===== config.mk =====
export PLATFORM = sky130hd
export DESIGN_NAME = spi_slave_rx_flat
export DESIGN_NICKNAME = d
export VERILOG_FILES = /design/src/rtl/spi_slave_rx_pkg.sv /design/src/rtl/spi_slave_rx_if.sv /design/src/rtl/spi_slave_rx_sync2.sv /design/src/rtl/spi_slave_rx.sv /design/src/flat_wrapper.sv
export SDC_FILE = /design/constraint.sdc
export NUM_CORES = 1
export LEC_CHECK = 0
export ABC_CLOCK_PERIOD_IN_PS = 2100
export BUFFER_PORTS_ARGS = -buffer_cell sky130_fd_sc_hd__buf_2
export CAP_MARGIN = 25
export CORE_MARGIN = 3
export CORE_UTILIZATION = 55
export DETAILED_ROUTE_END_ITERATION = 16
export PLACE_DENSITY_LB_ADDON = 0.08
export SYNTH_ARGS = -nofsm -noshare
export SYNTH_HDL_FRONTEND = slang
export SYNTH_SLANG_ARGS = --single-unit
export TNS_END_PERCENT = 50

===== constraint.sdc =====
create_clock -name clk -period 2.1 [get_ports clk]
set_input_delay 0.63 -clock clk [delete_from_list [all_inputs] [get_ports clk]]
set_output_delay 0.63 -clock clk [all_outputs]
set_load 0.02 [all_outputs]

===== src/rtl/spi_slave_rx_pkg.sv =====
// -----------------------------------------------------------------------------
// spi_pkg
// Shared types and constants for the SPI slave receiver slice.
//   spi_state_t : receiver FSM states (IDLE, LOAD, SHIFT)
//   SPI_MODEn   : {CPOL, CPHA} encodings of the four SPI modes
//   spi_cnt_w() : bit-counter width for a given word width, $clog2(DATA_WIDTH)
// -----------------------------------------------------------------------------
package spi_pkg;

  typedef enum logic [1:0] {
    IDLE  = 2'd0,
    LOAD  = 2'd1,
    SHIFT = 2'd2
  } spi_state_t;

  localparam logic [1:0] SPI_MODE0 = 2'b00;
  localparam logic [1:0] SPI_MODE1 = 2'b01;
  localparam logic [1:0] SPI_MODE2 = 2'b10;
  localparam logic [1:0] SPI_MODE3 = 2'b11;

  // Counter must hold 0 .. DATA_WIDTH-1.
  function automatic int spi_cnt_w(input int data_width);
    return (data_width < 2) ? 1 : $clog2(data_width);
  endfunction

endpackage


===== src/rtl/spi_slave_rx_if.sv =====
// -----------------------------------------------------------------------------
// spi_slave_rx_if
// Bundles the SPI pins and the parallel receive/transmit handshake of
// spi_slave_rx.
//   cs, sclk, mosi : pins driven by the SPI master
//   miso           : pin driven back by the slave
//   rx_data/rx_valid : received word and its one-cycle strobe
//   tx_data/tx_load/tx_ready : response word load handshake
//   rx_overrun     : sticky overrun flag (only with SPI_SLAVE_OVERRUN_EN)
// Modports: slave (the receiver), master (pin driver / host side).
// -----------------------------------------------------------------------------
interface spi_slave_rx_if #(
  parameter int DATA_WIDTH = 8
);

  logic                  cs;
  logic                  sclk;
  logic                  mosi;
  logic                  miso;
  logic [DATA_WIDTH-1:0] rx_data;
  logic                  rx_valid;
  logic [DATA_WIDTH-1:0] tx_data;
  logic                  tx_load;
  logic                  tx_ready;
`ifdef SPI_SLAVE_OVERRUN_EN
  logic                  rx_overrun;
`endif

  modport slave (
    input  cs, sclk, mosi, tx_data, tx_load,
`ifdef SPI_SLAVE_OVERRUN_EN
    output rx_overrun,
`endif
    output miso, rx_data, rx_valid, tx_ready
  );

  modport master (
    output cs, sclk, mosi, tx_data, tx_load,
`ifdef SPI_SLAVE_OVERRUN_EN
    input  rx_overrun,
`endif
    input  miso, rx_data, rx_valid, tx_ready
  );

endinterface


===== src/rtl/spi_slave_rx_sync2.sv =====
// -----------------------------------------------------------------------------
// spi_sync2
// Parameterised-width two-flop synchronizer with asynchronous active-high
// reset. Each bit resets to the matching bit of RST_VAL so that an idle bus
// does not look like an edge when reset is released.
//   clk, rst : system clock / async reset
//   d        : asynchronous inputs
//   q        : inputs resynchronised to clk
// -----------------------------------------------------------------------------
module spi_sync2 #(
  parameter int               WIDTH   = 1,
  parameter logic [WIDTH-1:0] RST_VAL = '0
) (
  input  logic             clk,
  input  logic             rst,
  input  logic [WIDTH-1:0] d,
  output logic [WIDTH-1:0] q
);

  logic [WIDTH-1:0] meta_p0;

  always_ff @(posedge clk or posedge rst) begin
    if (rst) begin
      meta_p0 <= RST_VAL;
      q       <= RST_VAL;
    end else begin
      meta_p0 <= d;
      q       <= meta_p0;
    end
  end

endmodule


===== src/rtl/spi_slave_rx.sv =====
// -----------------------------------------------------------------------------
// spi_slave_rx
// SPI slave endpoint. Pins are oversampled in the clk domain: two-flop
// synchronizer, one more register for edge detection, then an FSM that
// shifts mosi into a receive register and drives miso from a transmit shift
// register loaded from a one-word holding register.
//
// Parameters : CPOL (sclk idle level), CPHA (0 = sample on leading edge),
//              DATA_WIDTH (bits per word, MSB first, >= 2)
// Ports      : clk, rst (async, active high), bus (spi_slave_rx_if.slave):
//              cs/sclk/mosi in, miso out, rx_data/rx_valid out,
//              tx_data/tx_load in, tx_ready out, rx_overrun out (optional)
// Build macro: SPI_SLAVE_OVERRUN_EN adds the sticky rx_overrun flag.
// -----------------------------------------------------------------------------
module spi_slave_rx
  import spi_pkg::*;
#(
  parameter int CPOL       = 0,
  parameter int CPHA       = 0,
  parameter int DATA_WIDTH = 8
) (
  input  logic          clk,
  input  logic          rst,
  spi_slave_rx_if.slave bus
);

  localparam int               CNT_W    = spi_cnt_w(DATA_WIDTH);
  localparam logic [CNT_W-1:0] LAST_CNT = CNT_W'(DATA_WIDTH - 1);
  localparam logic             IDLE_LVL = (CPOL != 0);
  localparam logic [1:0]       MODE     = {IDLE_LVL, logic'(CPHA != 0)};
  // Modes 0/1 idle low, so their leading edge is the rising one.
  localparam logic LEAD_IS_RISE   = (MODE == SPI_MODE0) || (MODE == SPI_MODE1);
  localparam logic SAMPLE_ON_LEAD = (MODE == SPI_MODE0) || (MODE == SPI_MODE2);

  // ---- stage p1: pin synchronisation --------------------------------------
  logic [2:0] pins_p1;
  logic       cs_p1;
  logic       sclk_p1;
  logic       mosi_p1;

  spi_sync2 #(
    .WIDTH   (3),
    .RST_VAL ({1'b1, IDLE_LVL, 1'b0})
  ) u_sync (
    .clk (clk),
    .rst (rst),
    .d   ({bus.cs, bus.sclk, bus.mosi}),
    .q   (pins_p1)
  );

  assign cs_p1   = pins_p1[2];
  assign sclk_p1 = pins_p1[1];
  assign mosi_p1 = pins_p1[0];

  // ---- stage p2: edge detection --------------------------------------------
  logic cs_p2;
  logic sclk_p2;

  always_ff @(posedge clk or posedge rst) begin
    if (rst) begin
      cs_p2   <= 1'b1;
      sclk_p2 <= IDLE_LVL;
    end else begin
      cs_p2   <= cs_p1;
      sclk_p2 <= sclk_p1;
    end
  end

  logic sclk_rise;
  logic sclk_fall;
  logic lead_edge;
  logic trail_edge;
  logic sample_edge;
  logic shift_edge;
  logic cs_fall;
  logic cs_rise;

  assign sclk_rise   = sclk_p1 & ~sclk_p2;
  assign sclk_fall   = ~sclk_p1 & sclk_p2;
  assign lead_edge   = LEAD_IS_RISE ? sclk_rise : sclk_fall;
  assign trail_edge  = LEAD_IS_RISE ? sclk_fall : sclk_rise;
  assign sample_edge = SAMPLE_ON_LEAD ? lead_edge : trail_edge;
  assign shift_edge  = SAMPLE_ON_LEAD ? trail_edge : lead_edge;
  assign cs_fall     = cs_p2 & ~cs_p1;
  assign cs_rise     = ~cs_p2 & cs_p1;

  // ---- stage p3: FSM and shift registers -----------------------------------
  spi_state_t            state;
  logic [CNT_W-1:0]      cnt;
  logic [DATA_WIDTH-1:0] rx_shift;
  logic [DATA_WIDTH-1:0] tx_shift;
  logic                  miso_r;
  logic                  rx_done;

  logic [DATA_WIDTH-1:0] hold_data;
  logic                  tx_ready_r;
  logic [DATA_WIDTH-1:0] load_word;
  logic                  tx_accept;

  // An empty holding register sends zeros.
  assign load_word = tx_ready_r ? '0 : hold_data;
  assign tx_accept = bus.tx_load & tx_ready_r;

  always_ff @(posedge clk or posedge rst) begin
    if (rst) begin
      state    <= IDLE;
      cnt      <= '0;
      rx_shift <= '0;
      tx_shift <= '0;
      miso_r   <= 1'b0;
      rx_done  <= 1'b0;
    end else begin
      rx_done <= 1'b0;
      if (cs_rise) begin
        // Abort: drop any partial word, holding register untouched.
        state  <= IDLE;
        cnt    <= '0;
        miso_r <= 1'b0;
      end else begin
        case (state)
          IDLE: begin
            miso_r <= 1'b0;
            cnt    <= '0;
            if (cs_fall) state <= LOAD;
          end
          LOAD: begin
            cnt <= '0;
            if (SAMPLE_ON_LEAD) begin
              // MSB must be on the pin before the first (sampling) edge.
              miso_r   <= load_word[DATA_WIDTH-1];
              tx_shift <= {load_word[DATA_WIDTH-2:0], 1'b0};
            end else begin
              tx_shift <= load_word;
            end
            state <= SHIFT;
          end
          SHIFT: begin
            if (sample_edge) begin
              rx_shift <= {rx_shift[DATA_WIDTH-2:0], mosi_p1};
              if (cnt == LAST_CNT) begin
                cnt     <= '0;
                rx_done <= 1'b1;
                state   <= cs_p1 ? IDLE : LOAD;
              end else begin
                cnt <= cnt + 1'b1;
              end
            end
            // With sample-on-lead, the trailing edge right after LOAD would
            // otherwise skip over the freshly loaded MSB.
            if (shift_edge && (!SAMPLE_ON_LEAD || (cnt != '0))) begin
              miso_r   <= tx_shift[DATA_WIDTH-1];
              tx_shift <= {tx_shift[DATA_WIDTH-2:0], 1'b0};
            end
          end
          default: state <= IDLE;
        endcase
      end
    end
  end

  // ---- stage p4: output registers and holding register ---------------------
  logic [DATA_WIDTH-1:0] rx_data_r;
  logic                  rx_valid_r;

  always_ff @(posedge clk or posedge rst) begin
    if (rst) begin
      rx_data_r  <= '0;
      rx_valid_r <= 1'b0;
      hold_data  <= '0;
      tx_ready_r <= 1'b1;
    end else begin
      rx_valid_r <= rx_done;
      if (rx_done) rx_data_r <= rx_shift;
      // A load accepted in the LOAD cycle lands after the old contents were
      // consumed, so the register stays full.
      if (tx_accept) begin
        hold_data  <= bus.tx_data;
        tx_ready_r <= 1'b0;
      end else if (state == LOAD) begin
        tx_ready_r <= 1'b1;
      end
    end
  end

  assign bus.miso     = miso_r;
  assign bus.rx_data  = rx_data_r;
  assign bus.rx_valid = rx_valid_r;
  assign bus.tx_ready = tx_ready_r;

`ifdef SPI_SLAVE_OVERRUN_EN
  // unacked: the LOAD following a completed word found no response loaded,
  // i.e. the host never reacted to that word.
  logic unacked;
  logic rx_overrun_r;

  always_ff @(posedge clk or posedge rst) begin
    if (rst) begin
      unacked      <= 1'b0;
      rx_overrun_r <= 1'b0;
    end else begin
      if (state == LOAD) begin
        unacked <= rx_done & tx_ready_r & ~tx_accept;
      end else if (tx_accept) begin
        unacked <= 1'b0;
      end
      // rx_done is high in the cycle after a completion, before unacked is
      // refreshed for the new word.
      if (rx_done && unacked) begin
        rx_overrun_r <= 1'b1;
      end else if (tx_accept) begin
        rx_overrun_r <= 1'b0;
      end
    end
  end

  assign bus.rx_overrun = rx_overrun_r;
`endif

endmodule


===== src/flat_wrapper.sv =====
// flat-port wrapper written by rule: the top's interface ports become plain ports
module spi_slave_rx_flat import spi_pkg::*;
#(
  parameter int CPOL       = 0,
  parameter int CPHA       = 0,
  parameter int DATA_WIDTH = 8
)
  (clk, rst, bus_cs, bus_sclk, bus_mosi, bus_tx_data, bus_tx_load, bus_miso, bus_rx_data, bus_rx_valid, bus_tx_ready);
  spi_slave_rx_if #(.DATA_WIDTH(DATA_WIDTH)) bus_i ();
  input  logic clk;
  input  logic rst;
  input wire logic [$bits(bus_i.cs)-1:0] bus_cs;
  input wire logic [$bits(bus_i.sclk)-1:0] bus_sclk;
  input wire logic [$bits(bus_i.mosi)-1:0] bus_mosi;
  input wire logic [$bits(bus_i.tx_data)-1:0] bus_tx_data;
  input wire logic [$bits(bus_i.tx_load)-1:0] bus_tx_load;
  output wire logic [$bits(bus_i.miso)-1:0] bus_miso;
  output wire logic [$bits(bus_i.rx_data)-1:0] bus_rx_data;
  output wire logic [$bits(bus_i.rx_valid)-1:0] bus_rx_valid;
  output wire logic [$bits(bus_i.tx_ready)-1:0] bus_tx_ready;
  assign bus_i.cs = bus_cs;
  assign bus_i.sclk = bus_sclk;
  assign bus_i.mosi = bus_mosi;
  assign bus_i.tx_data = bus_tx_data;
  assign bus_i.tx_load = bus_tx_load;
  assign bus_miso = bus_i.miso;
  assign bus_rx_data = bus_i.rx_data;
  assign bus_rx_valid = bus_i.rx_valid;
  assign bus_tx_ready = bus_i.tx_ready;
  spi_slave_rx #(.CPOL(CPOL), .CPHA(CPHA), .DATA_WIDTH(DATA_WIDTH)) u_core (.clk(clk), .rst(rst), .bus(bus_i));
endmodule

==> load_flow_metrics.sql <==
INSERT INTO impl_metrics (metric_group, metric, value, unit) VALUES
('routing', 'drtAntennaViolNets', '0', ''),
('routing', 'drt_pass1_iterations', '4', ''),
('floorplanning', 'boundary_pins', '25', ''),
('grt', 'global_route_wire_length_before_repair', '5850', 'um'),
('worst_setup_path', 'worst_ep_arrival_time', '2.01', 'ns'),
('power', 'leakagePower', '0.00116', 'uW'),
('worst_setup_path', 'setup.worst_path.end_class', 'flop', ''),
('grt', 'grt_busiest_layer', 'met2', ''),
('run_status', 'result_of_the_run', 'finished, final reports clean', ''),
('clock_network', 'maximum_level_of_the_cts_h_tree', '2', ''),
('clock_network', 'cts.path.max_buffers', '2', ''),
('worst_setup_path', 'worstPathCellList', 'inv_1 > ha_1 > a21oi_1 > nor2_2 > mux2_2', ''),
('clock_network', 'tritoncts', 'built', ''),
('floorplanning', 'initial_utilization', '0.595', ''),
('grt', 'grt_start_max_net_pins', '27', ''),
('clock_network', 'clk_transition_reported_paths', '0.09', 'ns'),
('logic_synthesis', 'synthesis.area_per_instance', '13.3', 'um2'),
('logic_synthesis', 'asyncSetResetFlopFracSynth', '1.00', ''),
('worst_setup_path', 'worstPathRequired', '2.28', 'ns'),
('floorplanning', 'die_x', '67.5', 'um'),
('sta', 'period_needed', '1.83', 'ns'),
('routing', 'detail_route.wl_per_cell', '14.1', 'um'),
('sta', 'worst-slew-pin-transition', '0.496', 'ns'),
('routing', 'first_iter_violations', '72', ''),
('sta', 'hold-worst-slack', '0.340', 'ns'),
('clock_network', 'worstSkewPairLatency', '0.30', 'ns'),
('final_layout', 'antennaDiodeCount', '0', ''),
('logic_synthesis', 'dominantRegCellSynth', 'sky130_fd_sc_hd__dfrtp_1', ''),
('sta', 'period_share', '0.873', ''),
('sta', 'hold_viol_final', '0', ''),
('grt', 'global_route.usage.met1', '0.236', ''),
('logic_synthesis', 'post_synth_edffs', '0', ''),
('final_layout', 'layout-drive-gt1-share', '0.406', ''),
('place', 'detailed_place_hpwl', '2440', 'um'),
('routing', 'route.vias.total', '1219', ''),
('worst_setup_path', 'path_class', 'flop to flop', ''),
('sta', 'max-slew-margin-rel', '0.669', ''),
('place', 'place.port_buffers', '24', ''),
('sta', 'setup-tns-final', '0', 'ns'),
('logic_synthesis', 'netlist.top_cell.by_area', 'sky130_fd_sc_hd__dfrtp_1', ''),
('logic_synthesis', 'synthesis.yosys.warnings', '0', ''),
('logic_synthesis', 'post_synthesis_cell_area', '2080', 'um2'),
('power', 'power-per-cell-area', '1170', 'nW/um2'),
('floorplanning', 'floorplan.die_area', '4550', 'um2'),
('worst_setup_path', 'worstSetupStartpointType', 'flop', ''),
('grt', 'groute.layer.met3.usage', '0.0549', ''),
('grt', 'grt.met2_usage', '0.262', ''),
('sta', 'drv_slew', '0', ''),
('worst_setup_path', 'critPathMaxStageDelay', '0.47', 'ns'),
('sta', 'final-setup-viol-count', '0', ''),
('clock_network', 'clock_tree.root_cell', 'sky130_fd_sc_hd__clkbuf_8', ''),
('final_layout', 'count_of_nets_after_finishing', '209', ''),
('clock_network', 'numClockSinks', '48', ''),
('sta', 'unrepaired_setup_endpoints_after_global_routing', 'no', ''),
('clock_network', 'tritoncts_buffer_count', '5', ''),
('clock_network', 'hold_buffers', '0', ''),
('logic_synthesis', 'synth.ff_latch_count', '48', ''),
('hold_path', 'hp-class', 'input pin to asynchronous set/reset pin', ''),
('logic_synthesis', 'ys_top_cells_by_area', 'sky130_fd_sc_hd__dfrtp_1 53%, sky130_fd_sc_hd__mux2_2 14%, sky130_fd_sc_hd__ha_1 5.4%, sky130_fd_sc_hd__dfstp_2 5.1%, sky130_fd_sc_hd__o21ai_0 2.2%', ''),
('clock_network', 'post_cts_sizing_count', '0', ''),
('grt', 'grt_pass1_vias', '1286', ''),
('sta', 'max_freq', '0.545', 'GHz'),
('floorplanning', 'placeableCoreArea', '3490', 'um2'),
('clock_network', 'post-cts-setup-buffer-count', '0', ''),
('logic_synthesis', 'postSynthCellCount', '156', ''),
('worst_setup_path', 'path_max_fanout', '13', ''),
('logic_synthesis', 'post_synth_num_cell_types', '29', ''),
('floorplanning', 'rows', '21', ''),
('floorplanning', 'die_h', '67.5', 'um'),
('grt', 'global_route.overflow_total', '0', ''),
('place', 'gp_congestion', '0.813', '');
[cell usage in the layout, fill, tap and decap left out, drive strengths merged, types with 2 or more instances in the layout]
master / synthesis / routed
dfrtp: 44 / 44
a22oi: 3 / 3
a31oi: 3 / 3
dfstp: 4 / 4
a21oi: 4 / 4
nor2b: 4 / 4
a32o: 3 / 3
inv: 8 / 8
buf: 2 / 26
clkbuf: 1 / 5
clkinv: 0 / 2
o21ai: 10 / 10
mux2: 29 / 29
nand2: 12 / 12
nor2: 8 / 8
nand2b: 5 / 5
ha: 9 / 9
[where the power goes]
| group | switching, uW | internal, uW |
|---|---|---|
| clock network | 313 | 359 |
| registers | 145 | 1150 |
| logic | 422 | 415 |
[synth_stat cells, types with 2 or more instances]
| master | number |
|---|---|
| sky130_fd_sc_hd__a32o_1 | 3 |
| sky130_fd_sc_hd__mux2_2 | 26 |
| sky130_fd_sc_hd__inv_1 | 8 |
| sky130_fd_sc_hd__nand2b_4 | 3 |
| sky130_fd_sc_hd__o21ai_0 | 9 |
| sky130_fd_sc_hd__nand2_1 | 11 |
| sky130_fd_sc_hd__dfstp_2 | 4 |
| sky130_fd_sc_hd__mux2_4 | 3 |
| sky130_fd_sc_hd__dfrtp_1 | 44 |
| sky130_fd_sc_hd__buf_2 | 2 |
| sky130_fd_sc_hd__nor2_1 | 6 |
| sky130_fd_sc_hd__a31oi_1 | 3 |
| sky130_fd_sc_hd__a21oi_1 | 4 |
| sky130_fd_sc_hd__a22oi_1 | 3 |
| sky130_fd_sc_hd__nand2b_1 | 2 |
| sky130_fd_sc_hd__nor2b_1 | 4 |
| sky130_fd_sc_hd__ha_1 | 9 |
[stage by stage]
step	total power, uW	util	std cells	instance area [um2]	worst slack [ns]
global placement	2110	0.650	225	2270	0.377
detailed placement	2150	0.650	225	2270	0.269
global route	2980	0.683	233	2390	0.0880
floorplan	1940	-	156	2080	0.332
CTS	2830	0.683	233	2390	0.260
finish	2800	0.683	233	2390	0.266
[cell type report]
| type | instances | area (um2) |
|---|---|---|
| Clock buffer | 5 | 68.8 |
| Clock inverter | 3 | 47.5 |
| Fill cell | 256 | 1110 |
| Inverter | 8 | 30.0 |
| Multi-Input combinational cell | 97 | 830 |
| Sequential cell | 48 | 1210 |
| Tap cell | 46 | 57.6 |
| Timing Repair Buffer | 26 | 148 |
[sequential cells by signal, summed over array words and instances (netlist names), 2 cells and up]
name and flops:
u_core.rx_shift 8, u_core.tx_shift 7, u_core.state 2, u_core.u_sync.q 3
u_core.cnt 3, u_core.hold_data 8, u_core.bus.rx_data 8, u_core.u_sync.meta_p0 3
[layer usage]
layer,vias up,share of wire
met3,4,0.044
li1,603,-
met4,0,0.015
met2,25,0.45
met5,-,0
met1,587,0.49
[path summary, 6_finish.rpt]
path                                           from               endpoint  slack, ns  cells after the start
setup / recovery                    u_core.state[0]          u_core.cnt[0]       0.27                      5
hold / removal                                  rst  u_core.bus.rx_data[0]       0.34                      2
setup reg to reg                    u_core.state[0]          u_core.cnt[0]       0.27                      5
hold reg to reg            u_core.u_sync.meta_p0[1]     u_core.u_sync.q[1]       0.35                      0
max in group asynchronous                       rst           u_core.cs_p2       1.18                      3
min in group clk           u_core.u_sync.meta_p0[1]     u_core.u_sync.q[1]       0.35                      0
[worst max-delay path: cells and delay by family, from the launching register on]
| family | cells | cell delay (ns) |
|---|---|---|
| buf+inv | 1 | 0.12 |
| flops | 1 | 0.42 |
| simple gates | 1 | 0.21 |
| mux | 1 | 0.37 |
| compound gates | 1 | 0.14 |
| fa+ha+maj | 1 | 0.47 |
[logic make-up after synthesis]
kind of cell / share of synthesized area
compound gates: 0.0848
fa+ha+maj: 0.0542
buf+inv: 0.0211
flops: 0.580
mux: 0.167
simple gates: 0.0927
Note: power is estimated with default switching activity, not from simulation.
